--- config.mk ---
export PLATFORM = sky130hd
export DESIGN_NAME = fifo_multi_read
export DESIGN_NICKNAME = d
export VERILOG_FILES = /design/src/rtl/fifo_pkg.sv /design/src/rtl/fifo_mem.sv /design/src/rtl/fifo_multi_read.sv
export SDC_FILE = /design/constraint.sdc
export NUM_CORES = 1
export LEC_CHECK = 0
export CAP_MARGIN = 20
export CORE_UTILIZATION = 47
export CTS_CLUSTER_SIZE = 12
export DETAILED_ROUTE_END_ITERATION = 16
export GPL_TIMING_DRIVEN = 0
export PLACE_DENSITY = 0.68
export SYNTH_ARGS = -nofsm -noshare
export SYNTH_HDL_FRONTEND = slang
export SYNTH_HIERARCHICAL = 1
export SYNTH_SLANG_ARGS = --single-unit
--- constraint.sdc ---
create_clock -name clk -period 3.28 [get_ports clk]
set_input_delay 0.656 -clock clk [delete_from_list [all_inputs] [get_ports clk]]
set_output_delay 0.656 -clock clk [all_outputs]
set_load 0.01 [all_outputs]
--- src/rtl/fifo_pkg.sv ---
// Shared helpers for the FIFO family: address/count widths and parameter legality.
// Used by fifo_multi_read (optional FIFO_ERR_FLAG_EN error flags) and fifo_mem.
package fifo_pkg;

    // Pointer width; a single-entry FIFO still needs a 1-bit address.
    function automatic int addr_width(input int depth);
        return (depth > 1) ? $clog2(depth) : 1;
    endfunction

    // Occupancy width, wide enough to hold the value DEPTH itself.
    function automatic int cnt_width(input int depth);
        return $clog2(depth + 1);
    endfunction

    function automatic bit params_legal(input int data_width, input int depth,
                                        input int num_read, input int af_thres,
                                        input int ae_thres);
        return (data_width >= 1) &&
               (depth >= 1) && ((depth & (depth - 1)) == 0) &&
               (num_read >= 1) && (num_read <= depth) && ((depth % num_read) == 0) &&
               (af_thres >= 0) && (af_thres <= depth) &&
               (ae_thres >= 0) && (ae_thres <= depth);
    endfunction

endpackage

--- src/rtl/fifo_mem.sv ---
// Register-array FIFO storage: one write port and NUM_READ combinational read
// ports at consecutive addresses from rd_base, wrapping modulo DEPTH.
module fifo_mem
    import fifo_pkg::*;
#(
    parameter int DATA_WIDTH = 8,
    parameter int DEPTH      = 8,
    parameter int NUM_READ   = 2,
    parameter int ADDR_W     = addr_width(DEPTH)
) (
    input  logic                           clk,
    input  logic                           wr_en,
    input  logic [ADDR_W-1:0]              wr_addr,
    input  logic [DATA_WIDTH-1:0]          wr_data,
    input  logic [ADDR_W-1:0]              rd_base,
    output logic [DATA_WIDTH*NUM_READ-1:0] rd_data
);

    // Storage is deliberately not reset; validity is tracked by the pointers.
    logic [DATA_WIDTH-1:0] mem [DEPTH];

    always_ff @(posedge clk) begin
        if (wr_en) begin
            mem[wr_addr] <= wr_data;
        end
    end

    for (genvar k = 0; k < NUM_READ; k++) begin : g_rd_port
        logic [ADDR_W-1:0] rd_addr;
        // Pointer-width addition wraps on its own since DEPTH is a power of 2.
        assign rd_addr = rd_base + ADDR_W'(k);
        assign rd_data[k*DATA_WIDTH +: DATA_WIDTH] = mem[rd_addr];
    end

endmodule

--- src/rtl/fifo_multi_read.sv ---
// Show-ahead FIFO: one word in per write, NUM_READ oldest words out per read.
// Define FIFO_ERR_FLAG_EN to add sticky overflow/underflow outputs.
module fifo_multi_read
    import fifo_pkg::*;
#(
    parameter int DATA_WIDTH         = 8,
    parameter int DEPTH              = 8,
    parameter int NUM_READ           = 2,
    parameter int ALMOST_FULL_THRES  = 2,
    parameter int ALMOST_EMPTY_THRES = 2
) (
    input  logic                           clk,
    input  logic                           rst_n,
    input  logic [DATA_WIDTH-1:0]          wr_data,
    input  logic                           wr_en,
    input  logic                           rd_en,
    output logic [DATA_WIDTH*NUM_READ-1:0] rd_data,
    output logic                           empty,
    output logic                           full,
    output logic                           almost_full,
    output logic                           almost_empty,
`ifdef FIFO_ERR_FLAG_EN
    output logic                           overflow,
    output logic                           underflow,
`endif
    output logic [$clog2(DEPTH+1)-1:0]     count
);

    localparam int ADDR_W = addr_width(DEPTH);
    localparam int CNT_W  = cnt_width(DEPTH);

    localparam logic [CNT_W-1:0]  NR_C     = CNT_W'(NUM_READ);
    localparam logic [CNT_W-1:0]  DEPTH_C  = CNT_W'(DEPTH);
    localparam logic [CNT_W-1:0]  AF_LVL   = CNT_W'(DEPTH - ALMOST_FULL_THRES);
    localparam logic [CNT_W-1:0]  AE_LVL   = CNT_W'(ALMOST_EMPTY_THRES);
    localparam logic [CNT_W:0]    NR_X     = (CNT_W+1)'(NUM_READ);
    localparam logic [ADDR_W-1:0] RD_STEP  = ADDR_W'(NUM_READ);

    if (!params_legal(DATA_WIDTH, DEPTH, NUM_READ, ALMOST_FULL_THRES, ALMOST_EMPTY_THRES))
    begin : g_bad_params
        $error("fifo_multi_read: illegal parameter combination");
    end

    logic [ADDR_W-1:0]              wr_ptr;
    logic [ADDR_W-1:0]              rd_ptr;
    logic [CNT_W-1:0]               cnt_q;
    logic [CNT_W:0]                 cnt_nxt;
    logic                           cnt_nxt_msb_unused;
    logic                           wr_acc;
    logic                           rd_acc;
    logic [DATA_WIDTH*NUM_READ-1:0] mem_rd_data;

    assign wr_acc = wr_en & ~full;
    assign rd_acc = rd_en & ~empty;

    // One bit of headroom so the add/subtract never truncates mid-expression.
    always_comb begin
        cnt_nxt = {1'b0, cnt_q} + {{CNT_W{1'b0}}, wr_acc} - (rd_acc ? NR_X : '0);
    end
    assign cnt_nxt_msb_unused = cnt_nxt[CNT_W];

    always_ff @(posedge clk or negedge rst_n) begin
        if (!rst_n) begin
            wr_ptr <= '0;
            rd_ptr <= '0;
            cnt_q  <= '0;
        end else begin
            if (wr_acc) begin
                wr_ptr <= wr_ptr + 1'b1;
            end
            if (rd_acc) begin
                rd_ptr <= rd_ptr + RD_STEP;
            end
            cnt_q <= cnt_nxt[CNT_W-1:0];
        end
    end

    fifo_mem #(
        .DATA_WIDTH (DATA_WIDTH),
        .DEPTH      (DEPTH),
        .NUM_READ   (NUM_READ),
        .ADDR_W     (ADDR_W)
    ) u_mem (
        .clk     (clk),
        .wr_en   (wr_acc),
        .wr_addr (wr_ptr),
        .wr_data (wr_data),
        .rd_base (rd_ptr),
        .rd_data (mem_rd_data)
    );

    // Flags come only from the registered count, never from wr_en/rd_en.
    assign count        = cnt_q;
    assign empty        = (cnt_q < NR_C);
    assign full         = (cnt_q == DEPTH_C);
    assign almost_full  = (cnt_q >= AF_LVL);
    assign almost_empty = (cnt_q <= AE_LVL);

    // Masking while empty gives rd_data = 0 out of reset without clearing storage.
    assign rd_data = empty ? '0 : mem_rd_data;

`ifdef FIFO_ERR_FLAG_EN
    always_ff @(posedge clk or negedge rst_n) begin
        if (!rst_n) begin
            overflow  <= 1'b0;
            underflow <= 1'b0;
        end else begin
            overflow  <= overflow  | (wr_en & full);
            underflow <= underflow | (rd_en & empty);
        end
    end
`endif

endmodule

==> flow_summary_export.csv <==
group,metric,value,unit
status,status,"completed",
power_and_ir_drop,switching_share,32.8,%
power_and_ir_drop,peakVddDrop,0.540,mV
global_routing,grt_usage,20.8,%
drt,dr.pass1.iters,4,
sta,maxSlewHeadroom,29.5,%
clock_network,clk_latency,0.34,ns
critical_path,cp_data_arrival_time,2.56,ns
sta,final_hold_viol_count,0,
finish,num_antenna_cells,0,
finish,drive_gt1_share,30.5,%
drt,wire_per_inst,21.0,um
floorplanning,io_pins,36,
critical_path,path_cells,"buf_4, buf_6, buf_12, mux4_2, mux2_2, nor2b_1, clkdlybuf4s50_1",
drt,drc,0,
sta,rsz0062_at_grt,"true",
critical_path,required,2.62,ns
power_and_ir_drop,p_clk_share,18.3,%
power_and_ir_drop,p_switching,0.00135,W
sta,worst_pin_slew,1.05,ns
worst_hold_path,hp-class,"register to register",
synthesis,syn_area,0.00376,mm^2
critical_path,ff2ff_path_depth,7,
drt,ant_nets,0,
floorplanning,row_count,32,
floorplanning,initial_core_util,48.7,%
worst_hold_path,hp-start,"rd_ptr[2]$_DFFE_PN0P_",
power_and_ir_drop,p_int,0.00277,W
synthesis,syn_avg_cell_area,17.3,um^2
critical_path,cpPeakStageDelay,0.52,ns
floorplanning,dieHeight,91.5,um
clock_network,clock-root-buffer,"clkbuf_8",
clock_network,cts.sinks,73,
clock_network,clockBufferDepth,2,
clock_network,ctsHoldBuffers,0,
sta,setup_viol,0,
clock_network,cts_max_level,3,
placed_design,pre_cts_ws,0.0701,ns
critical_path,r2r_start,"count[2]$_DFF_PN0_",
critical_path,cp_max_fo,9,
global_routing,grt_max_degree,13,
floorplanning,die-area,0.00837,mm^2
global_routing,grt_pass1_vias,2160,
sta,fmax,0.311,GHz
critical_path,end_kind,"output pin",
finish,final_common_cell,"edfxtp_1",
drt,drt_iter0_markers,114,
sta,finalCritPeriodShare,98.0,%
clock_network,cts_buffers,9,
finish,fill_cells,592,
job,max_cap_viol_count,0,
power_and_ir_drop,power,0.00412,W
power_and_ir_drop,sequentialPowerShare,31.9,%
power_and_ir_drop,p_per_area,917,mW/mm^2
clock_network,path_clk_slew,0.07,ns
placed_design,hpwlAfterDp,4990,um
synthesis,syn_inst,217,
sta,skew,0.00688,ns
worst_hold_path,holdPathEnd,"rd_ptr[2]$_DFFE_PN0P_",
global_routing,grt-ovfl-total,0,
synthesis,ys_ff_latch,73,
drt,drt-total-wl,7850,um
global_routing,grt_antenna_before_repair,0,
finish,layout_common_cells,"edfxtp_1, mux2_2, clkdlybuf4s50_1",
synthesis,synthDistinctLibCells,31,
sta,setup_ws,0.0646,ns
finish,synthToLayoutAreaGrowth,19.4,%
critical_path,start_kind,"register",
sta,period_minus_slack,3.22,ns
finish,layout.nets,289,
placed_design,dpl_cell_area,0.00425,mm^2
clock_network,cts_tree,"yes",
power_and_ir_drop,combPwrFrac,49.8,%
drt,num_vias,2075,
floorplanning,coreArea,0.00773,mm^2
critical_path,reg2reg_to,"u_mem/mem[1][7]$_DFFE_PP_",
critical_path,cp_slowest_cell,"mux4_2",
global_routing,grt_first_pass_wirelength,12200,um
power_and_ir_drop,power_leakage,1.66,nW
finish,stdcell_area,0.00449,mm^2
drt,routed_via_density,5.55,
sta,maxSlewViolCount,0,
critical_path,ff2ff_setup_slack,0.84,ns
synthesis,yosysSeqAreaShare,57.1,%
placed_design,io_buffers,35,
placed_design,place_congestion,0.736,
synthesis,yosys_warnings,6,
floorplanning,die_width,91.5,um
worst_hold_path,whs_path_depth,1,
critical_path,critical_path_class,"register to output pin",
## cell families after synthesis
group,synth area share (%)
AO/OA/AOI/OAI,0.765
XOR/XNOR,1.63
adder cells (fa/ha/maj),3.33
multiplexers,27.7
AND/OR/NAND/NOR,6.05
other,0.0997
flip-flops,57.1
buffers and inverters,3.33
## power groups by stage
stage | clock network, W | registers (W) | logic, W
after CTS | 0.000763 | 0.00132 | 0.00206
after floorplan | 0 | 0.00132 | 0.00133
after detailed placement | 0 | 0.00134 | 0.00210
after global routing | 0.000802 | 0.00134 | 0.00222
final | 0.000754 | 0.00132 | 0.00205
after global placement | 0 | 0.00133 | 0.00208
## timing repair
action	4_1_cts	5_1_grt
pin swaps	0	0
setup buffers	1	3
endpoints found under the setup margin	8	8
gates resized for setup	10	3
## cell usage after synthesis
master	n	area, um^2
conb_1	1	3.75
buf_12	1	20.0
edfxtp_1	64	1920
buf_2	3	15.0
ha_1	10	125
mux4_2	14	315
nor2_1	6	22.5
clkbuf_1	2	7.51
o21bai_1	1	7.51
nor3_1	2	10.0
nand2_4	1	11.3
xnor2_1	6	52.6
mux2_1	5	56.3
xor2_1	1	8.76
nand2_1	4	15.0
nand2b_1	5	31.3
o21ai_0	2	10.0
mux2_4	1	15.0
buf_4	1	7.51
nand3_1	1	5.00
nand3b_1	1	7.51
or3b_4	1	11.3
mux2_2	35	394
inv_2	1	3.75
mux4_1	10	263
dfrtp_1	9	225
buf_6	4	45.0
and2b_1	6	45.0
a21boi_2	1	11.3
inv_1	7	26.3
nor2b_1	11	68.8
## per-layer routing
layer	vias up	wire (um)	global-route usage [%]
li1	937	-	-
met1	1071	3360	26.7
met2	59	4040	35.3
met3	8	345	2.93
met4	0	108	8.73
met5	-	0	0
## critical path, delay by kind of cell (launching register included)
kind / cells / cell delay, ns
flops: 1 / 0.36
mux: 2 / 0.79
simple gates: 1 / 0.13
buf+inv: 4 / 0.96
## stage by stage
stage / instances / setup TNS, ns / hold slack, ns / utilization [%]
finish: 374 / 0 / 0.478 / 58.1
global route: 374 / -0.00109 / 0.503 / 58.1
CTS: 372 / 0 / 0.482 / 57.8
detailed placement: 355 / 0 / 0.470 / 55.1
global placement: 355 / 0 / 0.464 / 54.9
floorplan: 218 / 0 / 0.360 / -
## area by class of cell
class,count,area (um^2),share of cell area [%]
clock inverters,6,82.6,1.84
flip-flops and latches,73,2150,47.8
clock buffers,10,128,2.84
inverters,8,30.0,0.668
plain buffers,10,90.1,2.01
repair buffers,39,377,8.38
multi-input cells,126,1510,33.6
well taps,102,128,2.84
## sequential cells by signal, summed over array words and instances (netlist names)
| name | flops |
|---|---|
| u_mem/mem | 64 |
| count | 4 |
| wr_ptr | 3 |
| rd_ptr | 2 |
## how the worst max path moves through the flow
stage	slack, ns	startpoint	end	cells after the start
6_report	0.06	rd_ptr[1]$_DFFE_PN0P_	rd_data[4]	7
3_3_place_gp	0.07	rd_ptr[2]$_DFFE_PN0P_	rd_data[11]	5
3_5_place_dp	0.07	rd_ptr[2]$_DFFE_PN0P_	rd_data[11]	5
5_1_grt	-0.0007	rd_ptr[1]$_DFFE_PN0P_	rd_data[12]	6
2_1_floorplan	0.75	rd_ptr[1]$_DFFE_PN0P_	rd_data[12]	6
4_1_cts	0.003	rd_ptr[1]$_DFFE_PN0P_	rd_data[3]	7
No activity file was read; power rests on OpenSTA's default activity.
